--- src/rtl/v_query_ctrl_pkg.sv ---
// Shared types for the query flow-control stage and its response FIFO.
package v_query_ctrl_pkg;

    typedef logic [7:0]  id_t;
    typedef logic [3:0]  level_t;
    typedef logic [15:0] key_t;
    typedef logic [15:0] volume_t;
    typedef logic [7:0]  listsize_t;

    // One pipeline result as held in the response FIFO and returned to the host.
    typedef struct packed {
        key_t      key;
        volume_t   volume;
        logic      error;
        listsize_t listsize;
    } query_rsp_t;

    localparam int RESP_DEPTH_DEFAULT = 4;

endpackage

--- src/rtl/v_query_ctrl_if.sv ---
// Host command, pipeline lookup and host response signals of v_query_ctrl.
// The slave modport is the controller's view; master is the host/pipeline view.
interface v_query_ctrl_if;
    import v_query_ctrl_pkg::*;

    // host command channel
    logic      i_cmd_vld;
    id_t       i_cmd_prod_id;
    level_t    i_cmd_level;
    logic      o_cmd_rdy;

    // query pipeline S0 issue
    logic      o_lut_vld;
    id_t       o_lut_prod_id;
    level_t    o_lut_level;

    // query pipeline S1 result
    logic      i_lut_vld_r;
    key_t      i_lut_key;
    volume_t   i_lut_size;
    logic      i_lut_error;
    listsize_t i_lut_listsize;

    // host response channel
    logic      o_rsp_vld;
    key_t      o_rsp_key;
    volume_t   o_rsp_size;
    logic      o_rsp_error;
    listsize_t o_rsp_listsize;
    logic      i_rsp_rdy;

    // status
    logic      o_idle;
    logic      o_proto_err_r;

    modport slave (
        input  i_cmd_vld, i_cmd_prod_id, i_cmd_level,
        input  i_lut_vld_r, i_lut_key, i_lut_size, i_lut_error, i_lut_listsize,
        input  i_rsp_rdy,
        output o_cmd_rdy,
        output o_lut_vld, o_lut_prod_id, o_lut_level,
        output o_rsp_vld, o_rsp_key, o_rsp_size, o_rsp_error, o_rsp_listsize,
        output o_idle, o_proto_err_r
    );

    modport master (
        output i_cmd_vld, i_cmd_prod_id, i_cmd_level,
        output i_lut_vld_r, i_lut_key, i_lut_size, i_lut_error, i_lut_listsize,
        output i_rsp_rdy,
        input  o_cmd_rdy,
        input  o_lut_vld, o_lut_prod_id, o_lut_level,
        input  o_rsp_vld, o_rsp_key, o_rsp_size, o_rsp_error, o_rsp_listsize,
        input  o_idle, o_proto_err_r
    );

endinterface

--- src/rtl/v_query_rsp_fifo.sv ---
// In-order response FIFO. Pointers carry an extra wrap bit so full and empty
// are told apart by pointer compare alone. Output comes straight from the
// storage registers at the head; a push is visible the cycle after it lands.
module v_query_rsp_fifo #(
    parameter int N = 4,
    parameter int W = 8
) (
    input  logic         clk,
    input  logic         rst_n,
    input  logic         i_push,
    input  logic [W-1:0] i_push_data,
    input  logic         i_pop,
    output logic         o_vld,
    output logic [W-1:0] o_data,
    output logic         o_full,
    output logic         o_empty
);

    localparam int AW = $clog2(N);

    logic [AW:0]  r_wr_ptr;
    logic [AW:0]  r_rd_ptr;
    logic [W-1:0] r_mem [N];
    logic         w_push_ok;
    logic         w_pop_ok;

    assign o_empty   = (r_wr_ptr == r_rd_ptr);
    assign o_full    = (r_wr_ptr[AW] != r_rd_ptr[AW]) &&
                       (r_wr_ptr[AW-1:0] == r_rd_ptr[AW-1:0]);
    assign w_push_ok = i_push & ~o_full;
    assign w_pop_ok  = i_pop & ~o_empty;
    assign o_vld     = ~o_empty;
    assign o_data    = r_mem[r_rd_ptr[AW-1:0]];

    // Advance head/tail pointers; reset empties the FIFO.
    always_ff @(posedge clk) begin
        if (!rst_n) begin
            r_wr_ptr <= '0;
            r_rd_ptr <= '0;
        end else begin
            if (w_push_ok) r_wr_ptr <= r_wr_ptr + 1'b1;
            if (w_pop_ok)  r_rd_ptr <= r_rd_ptr + 1'b1;
        end
    end

    // Write the pushed entry at the tail; storage needs no reset.
    always_ff @(posedge clk) begin
        if (w_push_ok) r_mem[r_wr_ptr[AW-1:0]] <= i_push_data;
    end

endmodule

--- src/rtl/v_query_ctrl.sv ---
// Flow control around the query pipeline: issues host commands to S0, captures
// the S1 result one cycle later into the response FIFO and returns it to the
// host. Every issue consumes a credit that only a host pop gives back, so the
// non-stallable pipeline can never push into a full FIFO.
module v_query_ctrl
    import v_query_ctrl_pkg::*;
#(
    parameter int RESP_DEPTH = RESP_DEPTH_DEFAULT
) (
    input  logic          clk,
    input  logic          rst_n,
    v_query_ctrl_if.slave bus
);

    localparam int CW = $clog2(RESP_DEPTH + 1);

    logic [CW-1:0] r_credits;
    logic [CW-1:0] w_credits_next;
    logic          r_inflight;
    logic          r_proto_err;

    logic          w_cmd_rdy;
    logic          w_issue;
    logic          w_push;
    logic          w_pop;
    logic          w_fifo_vld;
    logic          w_fifo_full;
    logic          w_fifo_empty;
    query_rsp_t    w_push_data;
    query_rsp_t    w_rsp_data;

    // Ready depends only on flops (and reset), never on the response side.
    assign w_cmd_rdy = rst_n & (r_credits != '0);
    assign w_issue   = bus.i_cmd_vld & w_cmd_rdy;

    // A result is only accepted in the cycle right after an issue.
    assign w_push    = bus.i_lut_vld_r & r_inflight;
    assign w_pop     = w_fifo_vld & bus.i_rsp_rdy;

    assign w_push_data = '{key:      bus.i_lut_key,
                           volume:   bus.i_lut_size,
                           error:    bus.i_lut_error,
                           listsize: bus.i_lut_listsize};

    assign bus.o_cmd_rdy      = w_cmd_rdy;
    assign bus.o_lut_vld      = w_issue;
    assign bus.o_lut_prod_id  = bus.i_cmd_prod_id;
    assign bus.o_lut_level    = bus.i_cmd_level;
    assign bus.o_rsp_vld      = w_fifo_vld;
    assign bus.o_rsp_key      = w_rsp_data.key;
    assign bus.o_rsp_size     = w_rsp_data.volume;
    assign bus.o_rsp_error    = w_rsp_data.error;
    assign bus.o_rsp_listsize = w_rsp_data.listsize;
    assign bus.o_idle         = (r_credits == CW'(RESP_DEPTH));
    assign bus.o_proto_err_r  = r_proto_err;

    // Credit update: issue takes one, pop returns one, both together cancel.
    always_comb begin
        w_credits_next = r_credits;
        if (w_issue && !w_pop) begin
            w_credits_next = r_credits - CW'(1);
        end else if (!w_issue && w_pop) begin
            w_credits_next = r_credits + CW'(1);
        end
    end

    // Credits, in-flight marker and sticky protocol error; a missing result
    // keeps its credit consumed, a stray one is dropped and flagged.
    always_ff @(posedge clk) begin
        if (!rst_n) begin
            r_credits   <= CW'(RESP_DEPTH);
            r_inflight  <= 1'b0;
            r_proto_err <= 1'b0;
        end else begin
            r_credits  <= w_credits_next;
            r_inflight <= w_issue;
            if (bus.i_lut_vld_r != r_inflight) r_proto_err <= 1'b1;
        end
    end

    v_query_rsp_fifo #(
        .N (RESP_DEPTH),
        .W ($bits(query_rsp_t))
    ) u_rsp_fifo (
        .clk         (clk),
        .rst_n       (rst_n),
        .i_push      (w_push),
        .i_push_data (w_push_data),
        .i_pop       (w_pop),
        .o_vld       (w_fifo_vld),
        .o_data      (w_rsp_data),
        .o_full      (w_fifo_full),
        .o_empty     (w_fifo_empty)
    );

    // The credit scheme guarantees a free slot for every accepted result.
    a_no_push_when_full: assert property (
        @(posedge clk) disable iff (!rst_n) !(w_push && w_fifo_full));

    // With every credit at home nothing can be waiting in the FIFO.
    a_idle_means_empty: assert property (
        @(posedge clk) disable iff (!rst_n) bus.o_idle |-> w_fifo_empty);

endmodule
--- src/flat_wrapper.sv ---
// flat-port wrapper written by rule: the top's interface ports become plain ports
module v_query_ctrl_flat import v_query_ctrl_pkg::*;
#(
    parameter int RESP_DEPTH = RESP_DEPTH_DEFAULT
)
  (clk, rst_n, bus_i_cmd_vld, bus_i_cmd_prod_id, bus_i_cmd_level, bus_i_lut_vld_r, bus_i_lut_key, bus_i_lut_size, bus_i_lut_error, bus_i_lut_listsize, bus_i_rsp_rdy, bus_o_cmd_rdy, bus_o_lut_vld, bus_o_lut_prod_id, bus_o_lut_level, bus_o_rsp_vld, bus_o_rsp_key, bus_o_rsp_size, bus_o_rsp_error, bus_o_rsp_listsize, bus_o_idle, bus_o_proto_err_r);
  v_query_ctrl_if bus_i ();
  input  logic clk;
  input  logic rst_n;
  input wire logic [$bits(bus_i.i_cmd_vld)-1:0] bus_i_cmd_vld;
  input wire logic [$bits(bus_i.i_cmd_prod_id)-1:0] bus_i_cmd_prod_id;
  input wire logic [$bits(bus_i.i_cmd_level)-1:0] bus_i_cmd_level;
  input wire logic [$bits(bus_i.i_lut_vld_r)-1:0] bus_i_lut_vld_r;
  input wire logic [$bits(bus_i.i_lut_key)-1:0] bus_i_lut_key;
  input wire logic [$bits(bus_i.i_lut_size)-1:0] bus_i_lut_size;
  input wire logic [$bits(bus_i.i_lut_error)-1:0] bus_i_lut_error;
  input wire logic [$bits(bus_i.i_lut_listsize)-1:0] bus_i_lut_listsize;
  input wire logic [$bits(bus_i.i_rsp_rdy)-1:0] bus_i_rsp_rdy;
  output wire logic [$bits(bus_i.o_cmd_rdy)-1:0] bus_o_cmd_rdy;
  output wire logic [$bits(bus_i.o_lut_vld)-1:0] bus_o_lut_vld;
  output wire logic [$bits(bus_i.o_lut_prod_id)-1:0] bus_o_lut_prod_id;
  output wire logic [$bits(bus_i.o_lut_level)-1:0] bus_o_lut_level;
  output wire logic [$bits(bus_i.o_rsp_vld)-1:0] bus_o_rsp_vld;
  output wire logic [$bits(bus_i.o_rsp_key)-1:0] bus_o_rsp_key;
  output wire logic [$bits(bus_i.o_rsp_size)-1:0] bus_o_rsp_size;
  output wire logic [$bits(bus_i.o_rsp_error)-1:0] bus_o_rsp_error;
  output wire logic [$bits(bus_i.o_rsp_listsize)-1:0] bus_o_rsp_listsize;
  output wire logic [$bits(bus_i.o_idle)-1:0] bus_o_idle;
  output wire logic [$bits(bus_i.o_proto_err_r)-1:0] bus_o_proto_err_r;
  assign bus_i.i_cmd_vld = bus_i_cmd_vld;
  assign bus_i.i_cmd_prod_id = bus_i_cmd_prod_id;
  assign bus_i.i_cmd_level = bus_i_cmd_level;
  assign bus_i.i_lut_vld_r = bus_i_lut_vld_r;
  assign bus_i.i_lut_key = bus_i_lut_key;
  assign bus_i.i_lut_size = bus_i_lut_size;
  assign bus_i.i_lut_error = bus_i_lut_error;
  assign bus_i.i_lut_listsize = bus_i_lut_listsize;
  assign bus_i.i_rsp_rdy = bus_i_rsp_rdy;
  assign bus_o_cmd_rdy = bus_i.o_cmd_rdy;
  assign bus_o_lut_vld = bus_i.o_lut_vld;
  assign bus_o_lut_prod_id = bus_i.o_lut_prod_id;
  assign bus_o_lut_level = bus_i.o_lut_level;
  assign bus_o_rsp_vld = bus_i.o_rsp_vld;
  assign bus_o_rsp_key = bus_i.o_rsp_key;
  assign bus_o_rsp_size = bus_i.o_rsp_size;
  assign bus_o_rsp_error = bus_i.o_rsp_error;
  assign bus_o_rsp_listsize = bus_i.o_rsp_listsize;
  assign bus_o_idle = bus_i.o_idle;
  assign bus_o_proto_err_r = bus_i.o_proto_err_r;
  v_query_ctrl #(.RESP_DEPTH(RESP_DEPTH)) u_core (.clk(clk), .rst_n(rst_n), .bus(bus_i));
endmodule
--- config.mk ---
export PLATFORM = sky130hd
export DESIGN_NAME = v_query_ctrl_flat
export DESIGN_NICKNAME = d
export VERILOG_FILES = /design/src/rtl/v_query_ctrl_pkg.sv /design/src/rtl/v_query_ctrl_if.sv /design/src/rtl/v_query_rsp_fifo.sv /design/src/rtl/v_query_ctrl.sv /design/src/flat_wrapper.sv
export SDC_FILE = /design/constraint.sdc
export NUM_CORES = 1
export LEC_CHECK = 0
export ABC_AREA = 1
export CORE_MARGIN = 4
export CORE_UTILIZATION = 57
export DETAILED_ROUTE_END_ITERATION = 16
export GPL_ROUTABILITY_DRIVEN = 0
export PLACE_DENSITY = 0.85
export RECOVER_POWER = 100
export SLEW_MARGIN = 40
export SYNTH_ARGS = -nofsm -noshare
export SYNTH_HDL_FRONTEND = slang
export SYNTH_SLANG_ARGS = --single-unit
--- constraint.sdc ---
create_clock -name clk -period 9.4 [get_ports clk]
set_clock_uncertainty 0.15 [all_clocks]
set_input_delay 1.88 -clock clk [delete_from_list [all_inputs] [get_ports clk]]
set_output_delay 1.88 -clock clk [all_outputs]
set_load 0.05 [all_outputs]
Word-level counts from Yosys, hierarchy flattened

Memory sizes are Yosys's and may differ from the RTL's. A register that Yosys moved wholly into a read port is not among the register bits.
Cells that the tools add are included.

Add/subtract/negate cells: 4
Eq/ne operators: 5
Multiplexer cells: 6
Bitwise logic cells: 8
Reductions and logical operators: 7

Operators by type and width:

| kind                                              | number |
|---|---|
| adder 3 x 1 -> 3 bit (second input constant)      | 3 |
| AND 1 bit                                         | 6 |
| two-way mux 3 bit                                 | 2 |
| two-way mux 2 bit                                 | 2 |
| equality test 3 bit                               | 1 |
| equality test 3 bit (second input constant)       | 1 |
| logical AND 1 bit                                 | 3 |
| nonzero test 3 bit                                | 1 |
| subtractor 3 x 1 -> 3 bit (second input constant) | 1 |
| equality test 2 bit                               | 1 |
| zero test 1 bit                                   | 2 |
| two-way mux 1 bit                                 | 2 |
| != test 1 bit                                     | 2 |
| inverter 1 bit                                    | 2 |
| nonzero test 2 bit                                | 1 |

Bits in registers: 11
Bits in writable memories: 164
Output and inout bits: 58
Word-level logic and storage cells: 36
Memories: 1

Memories:

| memory                  | words | width | read ports | clocked after Yosys merged registers in | wr ports | line                   | text |
|---|---|---|---|---|---|---|---|
| u_core.u_rsp_fifo.r_mem | 4     | 41    | 1          | 1                                       | 1        | v_query_rsp_fifo.sv:23 | `logic [W-1:0] r_mem [N];` |

Longest topological paths before layout

Gate-level depths: netlist of run 1.

Depth in word-level cells: 7
Depth in mapped cells: 12
Mapped depth without buffers: 12

Modules after synthesis

From an unflattened synthesis of run 1, not the netlist that was laid out.

Cell total of the unflattened synthesis: 517
Area total of the unflattened synthesis: 6,911.6 sq um

By module, submodules not included:

| module           | instances | cells an instance | area each (sq um) | sequential area each (sq um) |
|---|---|---|---|---|
| v_query_rsp_fifo | 1         | 471               | 6,557.5           | 5,084.9 |
| v_query_ctrl     | 1         | 46                | 354.1             | 100.1 |

Worst setup path before layout of run 1

OpenSTA, ideal clock, no wires.

Kind: input -> output
From: input rst_n
To: output bus_o_lut_vld
Data arrival time: 3.503 ns
Required time: 7.370 ns
Setup slack: 3.867 ns
Stages on the path: 4
Buffers on the path: 1
Cell sequence: buf_4 inv_1 a31oi_1 and2_1

Longest elaborated chain between the ends: 2

Ends and longest elaborated chain:

| element                 | line               | text |
|---|---|---|
| from (decl)             | flat_wrapper.sv:9  | `input logic rst_n;` |
| AND 1 bit               | v_query_ctrl.sv:33 | `assign w_cmd_rdy = rst_n & (r_credits != '0);` |
| named net bus_o_cmd_rdy | flat_wrapper.sv:19 | `output wire logic [$bits(bus_i.o_cmd_rdy)-1:0] bus_o_cmd_rdy;` |
| AND 1 bit               | v_query_ctrl.sv:34 | `assign w_issue = bus.i_cmd_vld & w_cmd_rdy;` |
| to (decl)               | flat_wrapper.sv:20 | `output wire logic [$bits(bus_i.o_lut_vld)-1:0] bus_o_lut_vld;` |

The timed path passes the listed nets, and every way through them passes these cells.

==> results of run 1 <==
## layout by cell type, fill, tap and decap left out, drive strengths merged
| cell type | instances |
|---|---|
| edfxtp | 164 |
| nor2 | 96 |
| dlygate4sd3 | 89 |
| o21ai | 86 |
| o22ai | 41 |
| clkbuf | 26 |
| nand2 | 22 |
| inv | 22 |
| dfxtp | 13 |
| a21oi | 9 |
| ha | 7 |
| nand3 | 5 |
| buf | 4 |
| bufinv | 3 |
| clkinv | 3 |
| and2 | 2 |
| nand3b | 2 |
| clkinvlp | 2 |
| clkdlybuf4s50 | 2 |
| a31oi | 1 |
| nor3 | 1 |
| xor2 | 1 |
| fa | 1 |
## flip-flops by register name, indices dropped and copies added, names as in the netlist, named ones only
signal                      count
u_core.u_rsp_fifo.r_mem       164
u_core.r_credits                3
u_core.u_rsp_fifo.r_rd_ptr      3
u_core.u_rsp_fifo.r_wr_ptr      3
u_core.bus.o_proto_err_r        1
u_core.r_inflight               1
## area by class of cell
cell class / instances / area [µm²]
sequential: 177 / 5190
fill: 729 / 3190
multi-input combinational: 274 / 1400
timing repair buffer: 100 / 972
clock buffer: 21 / 460
tap: 143 / 179
clock inverter: 11 / 154
inverter: 19 / 71.3
## cells in the mapped netlist (2+ instances only)
| cell type | n | area share, % |
|---|---|---|
| nand2_1 | 16 | 0.87 |
| o22ai_1 | 41 | 3.7 |
| ha_1 | 7 | 1.3 |
| clkbuf_1 | 9 | 0.49 |
| buf_4 | 14 | 1.5 |
| o21ai_0 | 83 | 6.0 |
| dfxtp_1 | 13 | 3.8 |
| inv_1 | 16 | 0.87 |
| edfxtp_1 | 164 | 72 |
| nand3_1 | 3 | 0.22 |
| nor2_2 | 2 | 0.18 |
| nand2_2 | 5 | 0.45 |
| inv_2 | 3 | 0.16 |
| buf_2 | 14 | 1.0 |
| a21oi_1 | 9 | 0.66 |
| o21ai_1 | 3 | 0.22 |
| and2_1 | 2 | 0.18 |
| nand3_4 | 2 | 0.51 |
| nor2_1 | 94 | 5.1 |
| nand3b_1 | 2 | 0.22 |
## worst paths after layout
| path | to | slack, ns | depth (start not counted) |
|---|---|---|---|
| max | bus_o_rsp_key[12] | 2.38 | 7 |
| min | u_core.bus.o_proto_err_r | 0.34 | 2 |
| max reg2reg | u_core.u_rsp_fifo.r_mem[3][26] | 5.21 | 7 |
| min reg2reg | u_core.bus.o_proto_err_r | 0.34 | 2 |
## where the power goes
group / leakage (nW) / total, mW / internal [mW] / switching, mW
Sequential: 1.59 / 0.889 / 0.880 / 0.00892
Clock: 0.295 / 0.718 / 0.436 / 0.282
Combinational: 0.996 / 0.494 / 0.140 / 0.354
## cells by family after synthesis
group	after synthesis
AO/OA/AOI/OAI	137
XOR/XNOR	1
AND/OR/NAND/NOR	128
buffers and inverters	57
adder cells (fa/ha/maj)	8
flip-flops	177
## critical path: cells and delay by family (launching register included)
| family | cells | cell delay (ns) |
|---|---|---|
| buffers and inverters | 5 | 3.60 |
| AOI/OAI and AO/OA | 2 | 0.60 |
| DFF | 1 | 0.31 |
## layer usage
layer | up-vias | wire (µm)
met5 | - | 0
li1 | 2011 | -
met4 | 0 | 136
met3 | 14 | 808
met1 | 2182 | 5870
met2 | 175 | 7670
## metrics by stage
step,total power [mW],hold WS (ns),util [%],area (µm²)
6_report,2.10,0.339,72.5,8420
5_1_grt,2.18,0.374,72.5,8420
4_1_cts,2.14,0.347,72.8,8460
3_5_place_dp,1.42,0.329,67.5,7840
3_3_place_gp,1.41,0.316,67.5,7840
2_1_floorplan,1.26,0.294,-,6880
==> results.yml, run 1 <==
sta:
  rsz0062_at_grt: "no"
  final.min_clock_period_ns: 7.02
  worst_pin_slew_ns: 2.74
  setup_viol: 0
  finalCritPeriodShare_pct: 74.7
  fmax_mhz: 142
  maxSlewViolCount: 243
  relSlewSlack_pct: -82.9
  setup_ws_ns: 2.38
  hold_viol_final: 0
  fin_tns_setup_ns: 0
logic_synthesis:
  synth-xor-area-share_pct: 0.127
  syn_area_per_cell_um2: 13.5
  ys_seq_area_share_pct: 75.4
  syn-cell-area_um2: 6880
  syn-num-nets: 574
  synthAdderAreaFrac_pct: 1.57
  synthSimpleGateAreaFrac_pct: 8.01
  synth_top_family_by_area: "compound AO/OA/AOI/OAI gates"
  synth_edf_count: 164
  ys_ff_latch: 177
  yosys_warnings: 0
  async_flop_share_pct: 0
  synthFlopType: "edfxtp_1"
  ys_types: 26
  synthCells: 508
  synthMuxAreaShare_pct: 0
  synth_compound_area_share_pct: 10.7
placed_design:
  numPortBuffers: 91
  dp_cells: 712
  hpwlAfterDp_um: 8370
  dp_slack_ns: 3.50
cells_and_area:
  final_nets: 655
  antennaDiodeCount: 0
  syn2layout_area_growth_pct: 22.5
  drive_gt1_share_pct: 7.81
  fin_cells: 745
cts:
  post_cts_buffers: 0
  clk_pin_slew_ns: 0.07
  cts_resized: 0
  cts_tree: "yes"
  cts.path.max_buffers: 2
  htree_levels: 4
  clock-root-buffer: "clkbuf_16"
  cts_hold_buf: 0
  clk_latency_ns: 0.42
  cts.sinks: 177
  cts_made_buffers: 17
global_route:
  busiest_layer: "met2"
  use_met2_pct: 37.3
  use_met3_pct: 4.66
  antenna_found_initial: 0
  grt_pass1_vias: 4472
  grt_pass1_wl_um: 23000
  grt_max_degree: 84
  grt_use_met1_pct: 26.5
  grtUsageTotal_pct: 21.2
  grt-ovfl-total: 0
worst_hold_path:
  min_from: "u_core.bus.o_proto_err_r"
  hold_path_class: "reg2reg"
setup_path:
  crit_type: "reg2out"
  start_kind: "register"
  max_stage_delay_ns: 1.98
  slowest_stage: "clkbuf_1"
  critPathRequiredTime_ns: 7.37
  crit_path_end_kind: "output port"
  r2r_start: "u_core.u_rsp_fifo.r_wr_ptr[1]"
  crit_fanout: 66
  path_cells: "buf_4, buf_12, inv_2, clkbuf_1, o21ai_0, o22ai_1, dlygate4sd3_1"
  arrival_ns: 4.99
detailed_routing:
  vias_per_cell: 5.88
  drc: 0
  drt_first_iter_violations: 483
  antenna_left: 0
  avgRoutedWirePerCell_um: 19.4
  totalWireLength_um: 14500
  dr_total_vias: 4382
  dr.pass1.iters: 5
status:
  status: "complete, but fails checks"
  violations: "capacitance limit, slew limit"
floorplanning:
  initial_utilization_pct: 59.2
  die_width_um: 118
  dieHeight_um: 118
  coreArea_um2: 11600
  ios: 116
  fp-row-count: 39
  die_area_um2: 13900
pwr:
  power-per-cell-area_nw_per_um2: 250
  peakVddDrop_v: 0.000162
  power.leakage_nw: 2.88
flow_run:
  maxCapViolations: 9
No activity file was read; power rests on OpenSTA's default activity.
==> run 2, diff against run 1 <==
--- a/config.mk
+++ b/config.mk
@@ -7,10 +7,10 @@
 export LEC_CHECK = 0
 export ABC_AREA = 1
 export CORE_MARGIN = 4
-export CORE_UTILIZATION = 57
+export CORE_UTILIZATION = 48
 export DETAILED_ROUTE_END_ITERATION = 16
 export GPL_ROUTABILITY_DRIVEN = 0
-export PLACE_DENSITY = 0.85
+export PLACE_DENSITY = 0.76
 export RECOVER_POWER = 100
 export SLEW_MARGIN = 40
 export SYNTH_ARGS = -nofsm -noshare
==> constraint.sdc (replaced) <==
create_clock -name clk -period 5.7 [get_ports clk]
set_clock_uncertainty 0.15 [all_clocks]
set_input_delay 1.14 -clock clk [delete_from_list [all_inputs] [get_ports clk]]
set_output_delay 1.14 -clock clk [all_outputs]
set_load 0.05 [all_outputs]
==> run 2 against run 1 <==
  * The run still ends with capacitance limit, slew limit left
  * Critical path type unchanged
  * Flip-flop and latch count is the same
  * Final area down 0.21%
  * Utilization is 12 points lower
  * Sequential share of layout area grew 0.14 points
  * Via count fell by 4.2%
  * Clock-buffer cell count up 8
  * Sequential power is 65% higher
  * Die area increased by 17%
  * Combinational power is 63% higher
  * Setup slack got worse by 1.5 ns
==> results.yml, run 2 (synthesis gave the netlist of run 1 again) <==
cells_and_area:
  final_nets: 654
  syn2layout_area_growth_pct: 22.2
  final_common_cell: "edfxtp_1"
  largest_register_ffs: 164
  multi_input_area_um2: 1400
  fin_area_um2: 8400
  nFillCells: 1058
  antennaDiodeCount: 0
  drive_gt1_share_pct: 7.32
  final_cell_mix: "edfxtp_1, nor2_1, dlygate4sd3_1"
  final-seq-area_um2: 5190
global_route:
  grt_pass1_wl_um: 22000
  grt_max_degree: 83
  antenna_found_initial: 1
  grt-ovfl-total: 0
  grt_pass1_vias: 4334
  grtUsageTotal_pct: 17.6
floorplanning:
  fp-row-count: 43
  coreArea_um2: 13900
  ios: 116
  die_area_um2: 16300
  initial_utilization_pct: 49.3
  dieHeight_um: 128
  die_width_um: 128
pwr:
  power-per-cell-area_nw_per_um2: 399
  peakVddDrop_v: 0.000190
  power_mw: 3.35
  power.leakage_nw: 2.86
sta:
  maxSlewViolCount: 108
  relSlewSlack_pct: -37.3
  hold_viol_final: 0
  setup_ws_ns: 0.849
  rsz0062_at_grt: "no"
  fin_tns_setup_ns: 0
  setup_viol: 0
  worst_pin_slew_ns: 2.05
  finalCritPeriodShare_pct: 85.1
  fmax_mhz: 206
  final.min_clock_period_ns: 4.85
placed_design:
  place_area_um2: 7890
  dp_slack_ns: 1.27
  numPortBuffers: 91
  hpwlAfterDp_um: 8400
cts:
  htree_levels: 4
  clock-root-buffer: "clkbuf_16"
  clk_pin_slew_ns: 0.06
  cts.path.max_buffers: 2
  clk_latency_ns: 0.42
  cts_tree: "yes"
  cts.sinks: 177
  cts_resized: 0
  cts_made_buffers: 17
  cts_hold_buf: 0
  post_cts_buffers: 0
status:
  violations: "capacitance limit, slew limit"
  status: "complete, but fails checks"
setup_path:
  slowest_stage: "clkbuf_1"
  start_kind: "register"
  max_stage_delay_ns: 1.00
  critPathRequiredTime_ns: 4.41
  crit_type: "reg2out"
  crit_path_end_kind: "output port"
  cp_num_buf_inv: 3
  crit_fanout: 51
  path_cells: "clkinv_2, clkbuf_1, o21ai_0, o22ai_1, dlygate4sd3_1"
  crit_family: "buffers and inverters"
  arrival_ns: 3.56
detailed_routing:
  antenna_left: 0
  dr_total_vias: 4200
  avgRoutedWirePerCell_um: 18.1
  dr.pass1.iters: 4
  vias_per_cell: 5.38
  totalWireLength_um: 14100
  drt_first_iter_violations: 244
  drc: 0
worst_hold_path:
  hold_path_class: "reg2reg"
flow_run:
  maxCapViolations: 5
[run 2: tightest hold or removal path: stages, from the launching register on]
cell	delay (ns)
dfxtp_1	0.32
nor2_1	0.05
nor2_1	0.07
[run 2: report_power, final]
| group | internal [mW] | leakage (nW) | switching, mW |
|---|---|---|---|
| combinational | 0.225 | 0.995 | 0.580 |
| clock | 0.645 | 0.276 | 0.434 |
| sequential | 1.45 | 1.59 | 0.0158 |
| total | 2.32 | 2.86 | 1.03 |
[run 2: cell type report]
class,count,area share (%)
Clock buffer,29,6.46
Tap cell,180,2.68
Inverter,19,0.864
Clock inverter,3,0.194
Sequential cell,177,61.7
Timing Repair Buffer,99,11.4
Multi-Input combinational cell,274,16.6
[run 2: final timing paths]
| path | start | end | slack [ns] | cells past startpoint |
|---|---|---|---|---|
| setup / recovery | register | bus_o_rsp_key[6] | 0.85 | 5 |
| hold / removal | u_core.bus.o_proto_err_r | u_core.bus.o_proto_err_r | 0.33 | 2 |
| setup reg to reg | u_core.u_rsp_fifo.r_wr_ptr[0] | u_core.u_rsp_fifo.r_mem[2][25] | 1.57 | 7 |
| hold reg to reg | u_core.bus.o_proto_err_r | u_core.bus.o_proto_err_r | 0.33 | 2 |
[run 2: metal layers]
metal / global-route usage (%) / routed length, µm
met4: 6.55 / 219
met1: 21.6 / 5780
met2: 30.2 / 7370
met3: 4.42 / 738
met5: 0 / 13
[run 2: metrics by stage]
step | hold slack (ns) | cells | utilization (%)
2_1_floorplan | 0.294 | 508 | -
3_3_place_gp | 0.312 | 749 | 56.6
3_5_place_dp | 0.323 | 749 | 56.6
4_1_cts | 0.333 | 781 | 60.6
5_1_grt | 0.345 | 781 | 60.3
6_report | 0.328 | 781 | 60.3
